### config.mk
export PLATFORM = sky130hd
export DESIGN_NAME = mux_n_rr_flat
export DESIGN_NICKNAME = d
export VERILOG_FILES = /design/src/rtl/mux_n_rr_pkg.sv /design/src/rtl/mux_n_rr_if.sv /design/src/rtl/mux_n_rr_rr_pick.sv /design/src/rtl/mux_n_rr.sv /design/src/flat_wrapper.sv
export SDC_FILE = /design/constraint.sdc
export NUM_CORES = 1
export LEC_CHECK = 0
export ABC_CLOCK_PERIOD_IN_PS = 2200
export BUFFER_PORTS_ARGS = -buffer_cell sky130_fd_sc_hd__buf_2
export CELL_PAD_IN_SITES_DETAIL_PLACEMENT = 0
export CELL_PAD_IN_SITES_GLOBAL_PLACEMENT = 1
export CORE_MARGIN = 5
export CORE_UTILIZATION = 29
export DETAILED_ROUTE_END_ITERATION = 12
export HOLD_SLACK_MARGIN = 0.03
export PLACE_DENSITY_LB_ADDON = 0.1
export SKIP_LAST_GASP = 1
export SYNTH_ARGS = -nofsm -noshare
export SYNTH_HDL_FRONTEND = slang
export SYNTH_SLANG_ARGS = --single-unit
### constraint.sdc
create_clock -name clk -period 2.2 [get_ports clk]
set_input_delay 0.33 -clock clk [delete_from_list [all_inputs] [get_ports clk]]
set_output_delay 0.33 -clock clk [all_outputs]
set_load 0.1 [all_outputs]
### src/rtl/mux_n_rr_pkg.sv
// Shared definitions for the arbitrated N:1 mux family: default sizes,
// arbitration mode encoding and an elaboration-time log2 helper.
package mux_n_rr_pkg;

  localparam int DEF_WIDTH = 16;
  localparam int DEF_N     = 4;

  typedef enum logic {
    MODE_RR    = 1'b0,
    MODE_FIXED = 1'b1
  } arb_mode_e;

  // Ceiling log2, usable in parameter expressions; returns 0 for values <= 1.
  function automatic int clog2(input int value);
    int result;
    int rem;
    result = 0;
    rem    = value - 1;
    while (rem > 0) begin
      result = result + 1;
      rem    = rem >> 1;
    end
    return result;
  endfunction

endpackage

### src/rtl/mux_n_rr_if.sv
// Handshake bundle between N producers, the arbitrated mux and one consumer.
interface mux_n_rr_if #(
  parameter int WIDTH = mux_n_rr_pkg::DEF_WIDTH,
  parameter int N     = mux_n_rr_pkg::DEF_N
);

  localparam int SEL_W = mux_n_rr_pkg::clog2(N);

  logic [N-1:0]       in_valid;
  logic [N*WIDTH-1:0] in_data;
  logic [N-1:0]       in_ready;
  logic               out_valid;
  logic [WIDTH-1:0]   out_data;
  logic [SEL_W-1:0]   out_sel;
  logic               out_ready;

  // Master is the environment (producers plus consumer); slave is the mux.
  modport master (
    output in_valid, in_data, out_ready,
    input  in_ready, out_valid, out_data, out_sel
  );

  modport slave (
    input  in_valid, in_data, out_ready,
    output in_ready, out_valid, out_data, out_sel
  );

endinterface

### src/rtl/mux_n_rr_rr_pick.sv
// Combinational requester picker: round-robin from a pointer or fixed
// lowest-index priority, producing a one-hot grant and its encoded index.
module rr_pick
  import mux_n_rr_pkg::*;
#(
  parameter int N = DEF_N
) (
  input  logic [N-1:0]                req,
  input  logic [clog2(N)-1:0]         ptr,
  input  arb_mode_e                   mode,
  output logic [N-1:0]                grant,
  output logic [clog2(N)-1:0]         idx,
  output logic                        any
);

  localparam int SEL_W = clog2(N);

  // Walk the channels in search order; the first requester found wins.
  always_comb begin : pick
    int j;
    j     = 0;
    grant = '0;
    idx   = '0;
    any   = 1'b0;
    for (int k = 0; k < N; k++) begin
      j = (mode == MODE_FIXED) ? k : (int'(ptr) + k) % N;
      if (!any && req[j]) begin
        grant[j] = 1'b1;
        idx      = SEL_W'(j);
        any      = 1'b1;
      end
    end
  end

endmodule

### src/rtl/mux_n_rr.sv
// N-channel arbitrated multiplexer with a one-entry registered output stage
// and valid/ready handshakes on every input and on the output.
module mux_n_rr
  import mux_n_rr_pkg::*;
#(
  parameter int WIDTH = DEF_WIDTH,
  parameter int N     = DEF_N
) (
  input  logic       clk,
  input  logic       rst_n,
  input  logic       mode,
  mux_n_rr_if.slave  bus
);

  localparam int SEL_W = clog2(N);

  logic [N-1:0]            grant;
  logic [SEL_W-1:0]        grant_idx;
  logic                    any_req;
  logic [SEL_W-1:0]        rr_ptr;
  logic                    load_en;
  logic                    transfer;
  logic [N-1:0][WIDTH-1:0] masked;
  logic [WIDTH-1:0]        sel_data;
  logic                    valid_q;
  logic [WIDTH-1:0]        data_q;
  logic [SEL_W-1:0]        sel_q;

  rr_pick #(.N(N)) u_pick (
    .req   (bus.in_valid),
    .ptr   (rr_ptr),
    .mode  (arb_mode_e'(mode)),
    .grant (grant),
    .idx   (grant_idx),
    .any   (any_req)
  );

  // Nothing is accepted while reset is held, since it would be discarded.
  assign load_en      = rst_n && (!valid_q || bus.out_ready);
  assign transfer     = load_en && any_req;
  assign bus.in_ready = {N{load_en}} & grant;

  for (genvar i = 0; i < N; i++) begin : g_slice
    assign masked[i] = {WIDTH{grant[i]}} & bus.in_data[i*WIDTH +: WIDTH];
  end

  always_comb begin
    sel_data = '0;
    for (int i = 0; i < N; i++) begin
      sel_data = sel_data | masked[i];
    end
  end

  always_ff @(posedge clk or negedge rst_n) begin
    if (!rst_n) begin
      valid_q <= 1'b0;
      data_q  <= '0;
      sel_q   <= '0;
      rr_ptr  <= '0;
    end else if (transfer) begin
      valid_q <= 1'b1;
      data_q  <= sel_data;
      sel_q   <= grant_idx;
      if (arb_mode_e'(mode) == MODE_RR) begin
        rr_ptr <= (grant_idx == SEL_W'(N - 1)) ? '0 : grant_idx + SEL_W'(1);
      end
    end else if (valid_q && bus.out_ready) begin
      valid_q <= 1'b0;
    end
  end

  assign bus.out_valid = valid_q;
  assign bus.out_data  = data_q;
  assign bus.out_sel   = sel_q;

endmodule

### src/flat_wrapper.sv
// flat-port wrapper written by rule: the top's interface ports become plain ports
module mux_n_rr_flat import mux_n_rr_pkg::*;
#(
  parameter int WIDTH = DEF_WIDTH,
  parameter int N     = DEF_N
)
  (clk, rst_n, mode, bus_in_valid, bus_in_data, bus_out_ready, bus_in_ready, bus_out_valid, bus_out_data, bus_out_sel);
  mux_n_rr_if #(.WIDTH(WIDTH), .N(N)) bus_i ();
  input  logic clk;
  input  logic rst_n;
  input  logic mode;
  input wire logic [$bits(bus_i.in_valid)-1:0] bus_in_valid;
  input wire logic [$bits(bus_i.in_data)-1:0] bus_in_data;
  input wire logic [$bits(bus_i.out_ready)-1:0] bus_out_ready;
  output wire logic [$bits(bus_i.in_ready)-1:0] bus_in_ready;
  output wire logic [$bits(bus_i.out_valid)-1:0] bus_out_valid;
  output wire logic [$bits(bus_i.out_data)-1:0] bus_out_data;
  output wire logic [$bits(bus_i.out_sel)-1:0] bus_out_sel;
  assign bus_i.in_valid = bus_in_valid;
  assign bus_i.in_data = bus_in_data;
  assign bus_i.out_ready = bus_out_ready;
  assign bus_in_ready = bus_i.in_ready;
  assign bus_out_valid = bus_i.out_valid;
  assign bus_out_data = bus_i.out_data;
  assign bus_out_sel = bus_i.out_sel;
  mux_n_rr #(.WIDTH(WIDTH), .N(N)) u_core (.clk(clk), .rst_n(rst_n), .mode(mode), .bus(bus_i));
endmodule
==> flow_summary.ini <==
[run_status]
outcome = finished, violations left
violations = setup timing

[global_routing]
antenna_found_initial = 0
grt_pass1_vias = 2297
grt_pass1_wl_um = 11400
grt_use_total = 0.185
grt_overflow = 0
grt_max_degree = 22

[worst_setup_path]
worst-endpoint-required_ns = 1.87
reg2reg_depth = 11
critPathSlowestCell = dfrtp_2
worstReg2RegStart = u_core.rr_ptr[0]$_DFFE_PN0P_
slowest_delay_ns = 0.50
critical_path.max_fanout = 8
cp.depth = 8
path_class = register to primary output
crit_start = u_core.rr_ptr[0]$_DFFE_PN0P_
crit_chain = nor2b_4, a32o_1, a211oi_2, buf_4, nand3_2, a21oi_4, nor2b_4, buf_12
critPathTopFamily = compound AO/OA/AOI/OAI gates
worst-path-buf-inv = 2
critPathArrivalTime_ns = 2.21
worstSetupStartpointType = register
critical_path.endpoint_type = primary output
reg2reg_slack_ns = -0.24
crit_top_cell = nor2b_4

[power]
pwr_density_cell_mw_per_mm2 = 1380
finalPower_mw = 4.31
peakVddDrop_v = 0.000763
leakagePower_nw = 1.45

[timing]
worst_slew_pin_slew_ns = 0.500
rsz0062_at_grt = true
slew_headroom = 0.664
setup_ws_ns = -0.335
final_max_slew_viol_count = 0
finalHoldViolCount = 0
setup_tns_ns = -4.47
setup_viol = 21
min_period_ns = 2.54
max_freq_mhz = 394
clock_skew_ns = 0.00296
post-route-period-util = 1.15

[floorplan]
die_area_mm2 = 0.00797
io_pins = 95
start_util = 0.303
die-height_um = 89.3
fp.coreArea_mm2 = 0.00603
die_w_um = 89.3
rows = 28

[synthesis]
synth_seq_area_share = 0.288
synth_seq_cells = 21
synth.top_cells.by_area = dfrtp_1 (29%), a221oi_2 (13%), a221o_1 (9.3%)
synth_area_leader_cell = dfrtp_1
synthMostInstantiatedCell = nor2_1
syn_inst = 210
synthArstFlopShare = 1.00
synth_warnings = 0
synthFlopType = dfrtp_1
synth_top_area_frac = 0.288
synth_area_mm2 = 0.00182
synth_edf_count = 0
syn_area_per_cell_um2 = 8.68
ys_types = 42
synth_common_cells = nor2_1 (27), a21oi_1 (24), o21ai_0 (23)
synth_nets = 282

[job]
drv_cap = 0

[cts]
cts_max_level = 1
clkSinkCount = 21
holdBufCountCts = 0
cts.root.buffer_cell = clkbuf_8
path_clk_slew_ns = 0.09
clk_latency_ns = 0.26
cts_buffers = 3
cts_tree = yes
cts_buffer_depth = 2

[placed_design]
hpwl_um = 5600
dp_cells = 411
place.gp.congestion = 0.893
port_buffers = 94
pre_cts_slack_ns = -0.191

[finish]
area_delta_synth_final_pct = 70.9
num-fill-cells = 587
antenna_cells_inserted = 0
drive_gt1_frac = 0.621
fin_nets = 432
final_cells = 434

[drt]
drt_iter0_markers = 108
vias = 2311
wl_per_cell_um = 17.5
drt_first_pass_iters = 4
routed_wl_um = 7580
antenna_left = 0
drc = 0
avgViaCountPerCell = 5.32

[min_path]
hold_path_class = input pin to asynchronous set/reset pin
==> worst paths after layout <==
check                                                      endpoint
worst min register to register    u_core.bus.out_sel[0]$_DFFE_PN0P_
worst min-delay path            u_core.bus.out_data[13]$_DFFE_PN0P_
worst max-delay path                                bus_in_ready[3]
worst max register to register  u_core.bus.out_data[10]$_DFFE_PN0P_
min in group clk                 u_core.bus.out_data[7]$_DFFE_PN0P_
max in group asynchronous              u_core.rr_ptr[1]$_DFFE_PN0P_
==> metal layers <==
metal	global-route usage	part of all wire
met2	0.341	0.53
met5	0	0
met1	0.228	0.39
met3	0.0230	0.067
met4	0.0433	0.0091
==> cells in the final DEF (no fill, tap or decap), drive strengths merged, types with 2 or more instances in the layout <==
cell / count
nand2b: 4
nor3: 3
nand3: 5
a31oi: 3
a32oi: 2
a32o: 2
o21a: 3
a221o: 17
o21ai: 23
clkbuf: 3
nor2: 27
inv: 4
o31ai: 2
a221oi: 16
dfrtp: 21
nor2b: 7
a21oi: 26
buf: 164
nand4: 2
nand2: 10
==> kinds of logic (layout without fill, tap and decap cells) <==
group                  count (synthesis)  count (layout)  share of synthesized area
AOI/OAI and AO/OA                    100             100                      0.452
and+or+nand+nor                       64              64                      0.174
DFF                                   21              21                      0.288
buffers and inverters                 23             172                     0.0741
muxes                                  2               2                     0.0117
==> metrics by stage <==
stage	hold WS [ns]	cell area, um^2	util
2_1_floorplan	0.0344	1940	-
3_3_place_gp	0.382	2790	0.463
3_5_place_dp	0.380	2790	0.463
4_1_cts	0.0856	3040	0.504
5_1_grt	0.0990	3120	0.517
6_report	0.0657	3120	0.517
==> worst register-to-register path: stages, from the launching register on <==
cell	delay, ns
dfrtp_2	0.50
buf_6	0.16
and4bb_2	0.24
a32oi_1	0.14
o21ai_1	0.15
a31oi_2	0.28
a21oi_4	0.06
buf_4	0.14
buf_4	0.13
buf_4	0.19
a221oi_2	0.25
a21oi_1	0.10
==> cell type report <==
class | count | area (um^2) | area share
multi-input combinational | 166 | 1330 | 0.428
timing repair buffer | 164 | 1100 | 0.353
sequential | 21 | 529 | 0.170
tap | 75 | 93.8 | 0.0301
clock buffer | 3 | 41.3 | 0.0133
inverter | 4 | 15.0 | 0.00482
clock inverter | 1 | 5.00 | 0.00161
==> power breakdown <==
part	internal, mW	total, mW	switching [mW]	leakage [nW]
Sequential	0.562	0.694	0.131	0.234
Clock	0.127	0.275	0.148	0.0255
Combinational	1.12	3.34	2.22	1.19
==> repair_timing <==
item / CTS / global route
setup endpoints to repair: 22 / 24
buffers inserted: 16 / 6
resized for setup: 30 / 14
pin swaps: 9 / 6
gates cloned: 0 / 0
==> registers in the layout, indices dropped and copies added, names as in the netlist <==
signal and flops:
u_core.bus.out_data 16, u_core.bus.out_sel 2, u_core.rr_ptr 2, u_core.bus.out_valid 1
Note: power is estimated with default switching activity, not from simulation.
